[src/rtl/invntt_gs_butterfly.sv]
// Gentleman-Sande butterfly controller for the Kyber inverse NTT: a' = barrett(a+b),
// b' = Montgomery product of zeta and (b-a), computed by an external multiplier.
module invntt_gs_butterfly #(
  parameter int KYBER_Q     = 3329,
  parameter int V           = 20159,
  parameter int MUL_TIMEOUT = 15
) (
  input  logic               clk,
  input  logic               rst,
  input  logic               start,
  input  logic signed [15:0] i_a,
  input  logic signed [15:0] i_b,
  input  logic signed [15:0] i_zeta,
  output logic               busy,
  output logic               valid,
  output logic               err,
  output logic signed [15:0] o_a,
  output logic signed [15:0] o_b,
  output logic               mul_ce,
  output logic signed [15:0] mul_zeta,
  output logic signed [15:0] mul_coeff,
  input  logic signed [15:0] mul_result,
  input  logic               mul_done
);

  localparam int CNT_W = $clog2(MUL_TIMEOUT + 1);
  localparam logic signed [31:0] V_S     = 32'(V);
  localparam logic signed [31:0] Q_S     = 32'(KYBER_Q);
  localparam logic signed [31:0] ROUND_S = 32'sd33554432;

  typedef enum logic [1:0] {S_IDLE, S_ISSUE, S_WAIT} state_t;

  // Rounded Barrett reduction; the result always fits in 16 bits.
  function automatic logic signed [15:0] barrett_reduce(input logic signed [15:0] x);
    logic signed [31:0] x_w;
    logic signed [31:0] t;
    logic signed [31:0] r;
    x_w = {{16{x[15]}}, x};
    t   = (x_w * V_S + ROUND_S) >>> 26;
    r   = x_w - t * Q_S;
    return r[15:0];
  endfunction

  state_t             state_q;
  logic [CNT_W-1:0]   cnt_q;
  logic signed [15:0] sum_q;
  logic signed [15:0] red_q;
  logic signed [15:0] o_a_q, o_b_q;
  logic signed [15:0] mul_zeta_q, mul_coeff_q;
  logic               busy_q, valid_q, err_q, mul_ce_q;

  logic signed [15:0] sum_d, diff_d;
  assign sum_d  = i_a + i_b;
  assign diff_d = i_b - i_a;

  always_ff @(posedge clk or posedge rst) begin
    if (rst) begin
      state_q     <= S_IDLE;
      cnt_q       <= '0;
      sum_q       <= '0;
      red_q       <= '0;
      o_a_q       <= '0;
      o_b_q       <= '0;
      mul_zeta_q  <= '0;
      mul_coeff_q <= '0;
      busy_q      <= 1'b0;
      valid_q     <= 1'b0;
      err_q       <= 1'b0;
      mul_ce_q    <= 1'b0;
    end else begin
      valid_q  <= 1'b0;
      err_q    <= 1'b0;
      mul_ce_q <= 1'b0;
      case (state_q)
        S_IDLE: begin
          if (start) begin
            sum_q       <= sum_d;
            mul_coeff_q <= diff_d;
            mul_zeta_q  <= i_zeta;
            mul_ce_q    <= 1'b1;
            busy_q      <= 1'b1;
            state_q     <= S_ISSUE;
          end
        end
        S_ISSUE: begin
          red_q   <= barrett_reduce(sum_q);
          cnt_q   <= '0;
          state_q <= S_WAIT;
        end
        S_WAIT: begin
          // The valid/err pulse cycle is still spent here so start is not yet accepted.
          if (valid_q || err_q) begin
            busy_q  <= 1'b0;
            state_q <= S_IDLE;
          end else if (mul_done) begin
            o_a_q   <= red_q;
            o_b_q   <= mul_result;
            valid_q <= 1'b1;
          end else if (cnt_q == CNT_W'(MUL_TIMEOUT - 1)) begin
            err_q <= 1'b1;
          end else begin
            cnt_q <= cnt_q + 1'b1;
          end
        end
        default: begin
          busy_q  <= 1'b0;
          state_q <= S_IDLE;
        end
      endcase
    end
  end

  assign busy      = busy_q;
  assign valid     = valid_q;
  assign err       = err_q;
  assign o_a       = o_a_q;
  assign o_b       = o_b_q;
  assign mul_ce    = mul_ce_q;
  assign mul_zeta  = mul_zeta_q;
  assign mul_coeff = mul_coeff_q;

endmodule

[config.mk]
export PLATFORM = sky130hd
export DESIGN_NAME = invntt_gs_butterfly
export DESIGN_NICKNAME = d
export VERILOG_FILES = /design/src/rtl/invntt_gs_butterfly.sv
export SDC_FILE = /design/constraint.sdc
export NUM_CORES = 1
export LEC_CHECK = 0
export ABC_AREA = 1
export CELL_PAD_IN_SITES_DETAIL_PLACEMENT = 1
export CELL_PAD_IN_SITES_GLOBAL_PLACEMENT = 2
export CORE_MARGIN = 4
export CORE_UTILIZATION = 39
export CTS_CLUSTER_DIAMETER = 80
export CTS_CLUSTER_SIZE = 16
export DETAILED_ROUTE_END_ITERATION = 6
export MAX_ROUTING_LAYER = met4
export PLACE_DENSITY_LB_ADDON = 0.1
export SETUP_SLACK_MARGIN = 0.1
export SYNTH_ARGS = -nofsm -noshare
export SYNTH_HDL_FRONTEND = slang
export SYNTH_SLANG_ARGS = --single-unit
[constraint.sdc]
create_clock -name clk -period 18.6 [get_ports clk]
set_input_delay 2.79 -clock clk [delete_from_list [all_inputs] [get_ports clk]]
set_output_delay 2.79 -clock clk [all_outputs]
set_load 0.05 [all_outputs]
======== Word-level counts from Yosys, hierarchy flattened ========
Cells that the tools add are included.
word-level totals
  output and inout port bits .............. 68
  bits of input ports ..................... 68
  register bits ........................... 106
  word-level logic and storage cells ...... 56
cells by class
  eq/ne operators ......................... 8
  reductions and logical operators ........ 8
  $mul .................................... 2
  bitwise logic cells ..................... 2
  $add $sub $neg .......................... 5
  mux-type cells .......................... 19
operators by type and width
  cell                                                 count
  adder 32 x 27 -> 32 bit, second input constant       1
  multiplier 16 x 16 -> 32 bit, second input constant  1
  subtractor 16 bit                                    2
  adder 16 bit                                         1
  multiplier 6 x 13 -> 16 bit, second input constant   1
  2-to-1 mux 4 bit                                     3
  2-to-1 mux 1 bit                                     11
  != test 2 bit, second input constant                 5
  one-hot mux 4 bit (2 select lines)                   1
  one-hot mux 2 bit (3 select lines)                   1
  AND reduction 3 bit                                  2
  adder 4 x 1 -> 4 bit, second input constant          1
  equality test 4 bit, second input constant           1
  2-to-1 mux 2 bit                                     2
  AND reduction 2 bit                                  2
  AND reduction 4 bit                                  1
  one-hot mux 1 bit (3 select lines)                   1
  equality test 2 x 1 -> 1 bit, second input constant  1
  equality test 2 bit, second input constant           1
  logical NOT 2 bit                                    1
  NOT 1 bit                                            2
  nonzero test 2 bit                                   1
  logical OR 1 bit                                     1

======== Longest topological paths before layout ========
  depth after elaboration ................. 5
  depth in mapped cells ................... 42
  mapped depth without buffers ............ 42

======== Worst setup path before layout ========
OpenSTA, ideal clock, no wires.
  path type ............................... register to register
  from .................................... register sum_q[15]
  to ...................................... register red_q[14]
  period minus slack after synthesis ...... 8.434 ns
  path slack .............................. 10.166 ns
  setup time .............................. 0.126 ns
  stages on the path, launching flop included .. 38
  buffers on the path ..................... 0
  required time ........................... 18.474 ns
  arrival ................................. 8.308 ns
  cells stage by stage .................... dfrtp_1 inv_1 fa_1 inv_1 fa_1 inv_1 fa_1 inv_1 fa_1 fa_1 inv_1 fa_1 inv_1 ha_1 a21oi_1 nand2_1 nand2_1 nand2_1 [2 not listed] a21oi_1 xor2_1 inv_1 ha_1 ha_1 inv_1 fa_1 inv_1 fa_1 inv_1 ha_1 nand2_1 nor2_1 nand3_1 o2111ai_1 or2_0 nand3_1 o21ai_0
on the way
  word-level cells in the longest chain between the ends .. 4
ends and longest elaborated chain
  what                          line  RTL
  from (decl)                   46    logic signed [15:0] sum_q;
  from (signal assigned)        77    sum_q <= sum_d;
  multiplier 16 x 16 -> 32 bit  39    t = (x_w * V_S + ROUND_S) >>> 26;
  adder 32 x 27 -> 32 bit       39
  multiplier 6 x 13 -> 16 bit   40    r = x_w - t * Q_S;
  subtractor 16 bit             40
  to (signal assigned)          86    red_q <= barrett_reduce(sum_q);
  to (decl)                     47    logic signed [15:0] red_q;
Every way passes these cells.
A chain may end at the register's enable or synchronous reset.

======== Worst setup path after layout ========
  from .................................... register sum_q[8]
  to ...................................... register red_q[14]
on the way
  word-level cells in the longest chain between the ends .. 4
ends and longest elaborated chain
  what                          line
  multiplier 16 x 16 -> 32 bit  39
  adder 32 x 27 -> 32 bit       39
  multiplier 6 x 13 -> 16 bit   40
  subtractor 16 bit (*)         40
Every way passes the cells marked *; elsewhere a longest branch is shown, timed or not.

==> reports/qor.yml <==
worstSetupStartpoint: "sum_q[8]$_DFFE_PP0P_"
relSlewSlack_pct: 34.86
synthArstFlopShare_pct: 100.0
wl_per_cell_um: 16.18
place.gp.congestion: 0.8907
io_buffers: 135
syn_inst: 1608
worstPathMaxFanout: 7
ctsHoldBuffers: 0
diodes: 0
fin_skew_ps: 8.588
synth-seq-cells: 105
cts_tree: "yes"
hold_path_class: "register to register"
path_common_cell: "inv_1"
placeableCoreArea_um2: 33530
synth_cell_types: 50
dpl.hpwl_um: 30470
worstHoldStart: "o_b[15]$_DFFE_PP0P_"
cts-root-buf: "clkbuf_16"
drv_cap: 0
yosysTopAreaCellShare_pct: 22.91
first_iter_violations: 381
clk_pin_slew_ps: 80
drc: 0
start_util_pct: 39.60
worstPathRequired_ps: 18850
antenna_found_initial: 0
cts.sinks: 105
end_kind: "register"
overflow: 0
finalCritPeriodShare_pct: 47.79
final_cells: 2189
hold_viol_final: 0
die_x_um: 192.5
clk_path_buf_depth: 2
grtUsageTotal_pct: 20.42
fp-row-count: 67
worstMarginPinSlew_ps: 977.1
avgSynthCellArea_um2: 8.259
synth_area_leader_cell: "fa_1"
routed_wl_um: 35410
cts_buffers: 9
syn_to_final_growth_pct: 16.28
vias_per_cell: 4.757
cts_resized: 0
reg2reg_from: "sum_q[8]$_DFFE_PP0P_"
post-route-min-period_ps: 8889
synth_warnings: 0
io_pins: 136
fmax_ghz: 0.1125
die_y_um: 192.5
netlist_area_um2: 13280
cp_data_arrival_time_ps: 9140
worstSetupStartpointType: "register"
grt_pass1_vias: 11190
post_cts.repair.setup_buffers: 0
dp_cells: 2174
ys_seq_area_share_pct: 19.79
final_nets: 2165
vias: 10410
synthesis.nets: 2036
layout-drive-gt1-share_pct: 4.538
ys.flop_type: "dfrtp_1"
synth_edf_count: 0
clock_latency_ps: 370
tns_ps: 0
rsz0062_at_grt: "no"
ant_nets: 0
yosys-top-cells-area: "fa_1 23%, dfrtp_1 20%, ha_1 20%"
dieArea_um2: 37070
grt_max_degree: 75
dpl_worst_slack_ps: 9684
finalMaxSlewViolations: 0
dr.pass1.iters: 4
htreeDepth: 3
cp_slowest_cell: "fa_1"
critPathMaxStageDelay_ps: 570
status: "completed"
worst_slack_ps: 9711
criticalPathCategory: "register to register"
setup_viol: 0
grt_pass1_wl_um: 58520
## cell usage after synthesis, types with 8 or more instances
cell and n:
a31oi_1 8, dfrtp_1 105, nand2_1 348, nor2_1 63, nand2_2 8, fa_1 152, xor2_1 20, inv_2 13
a21oi_1 53, inv_1 412, nand3_1 47, clkbuf_1 14, o21ai_0 44, o21ai_1 15, ha_1 208
## worst paths after layout
| check | endpoint | slack, ps | cells past startpoint |
|---|---|---|---|
| max | red_q[14]$_DFFE_PP0P_ | 9710 | 38 |
| min | o_b[15]$_DFFE_PP0P_ | 470 | 2 |
| max reg2reg | red_q[14]$_DFFE_PP0P_ | 9710 | 38 |
| min reg2reg | o_b[15]$_DFFE_PP0P_ | 470 | 2 |
| max in group asynchronous | o_b[0]$_DFFE_PP0P_ | 14460 | 3 |
| min in group asynchronous | mul_zeta[12]$_DFFE_PP0P_ | 2800 | 2 |
## layout by cell type (no fill, tap or decap), drive strengths merged, types with 49 or more instances in the layout
master,netlist,final
a21oi,59,59
fa,152,152
inv,425,427
nor2,66,66
ha,208,208
nand2,357,357
o21ai,62,62
clkdlybuf4s50,0,135
nand3,49,49
dfrtp,105,105
## metal layers
metal	wire, um	vias up	share of wire [%]	global-route usage (%)
met5	0	-	0	-
met3	1198	16	3.4	2.912
met2	17460	113	49	33.68
met1	16510	5158	47	27.82
li1	-	5126	-	-
met4	247	0	0.70	2.523
## worst max-delay path, delay by kind of cell (launching register included)
kind	cells	cell delay, ps
compound gates	5	610
xor+xnor	1	390
fa+ha+maj	12	5420
simple gates	10	990
flops	1	560
buf+inv	10	780
## sequential cells by signal, indices dropped and copies added, names as in the netlist
name       cells
err            1
valid          1
mul_zeta      16
cnt_q          4
busy           1
state_q        2
sum_q         16
o_b           16
red_q         16
mul_coeff     15
o_a           16
mul_ce         1
## stage by stage
step	hold WS (ps)	util, %	area, um2
floorplan	442.2	-	13280
global placement	452.9	45.15	15140
detailed placement	459.3	45.15	15140
CTS	478.7	46.05	15440
global route	502.6	46.05	15440
finish	473.3	46.05	15440
## cells by family after synthesis
logic type                 after synthesis  share of synthesized area [%]
DFF                                    105                          19.79
and+or+nand+nor                        508                          16.02
adders and majority gates              360                          42.51
AOI/OAI and AO/OA                      157                          6.793
buffers and inverters                  451                          12.95
xor gates and xnor gates                27                          1.950
## layout make-up
| type | count | area [um2] |
|---|---|---|
| inverter | 426 | 1602 |
| tap | 448 | 560.5 |
| clock inverter | 6 | 77.57 |
| clock buffer | 9 | 225.2 |
| multi-input combinational | 1052 | 8939 |
| sequential | 105 | 2628 |
| fill | 4038 | 18090 |
| timing repair buffer | 143 | 1411 |
Power is left out: the tool's default activity adds up to more than one toggle a clock period on the data nets, which glitch-free logic cannot reach.
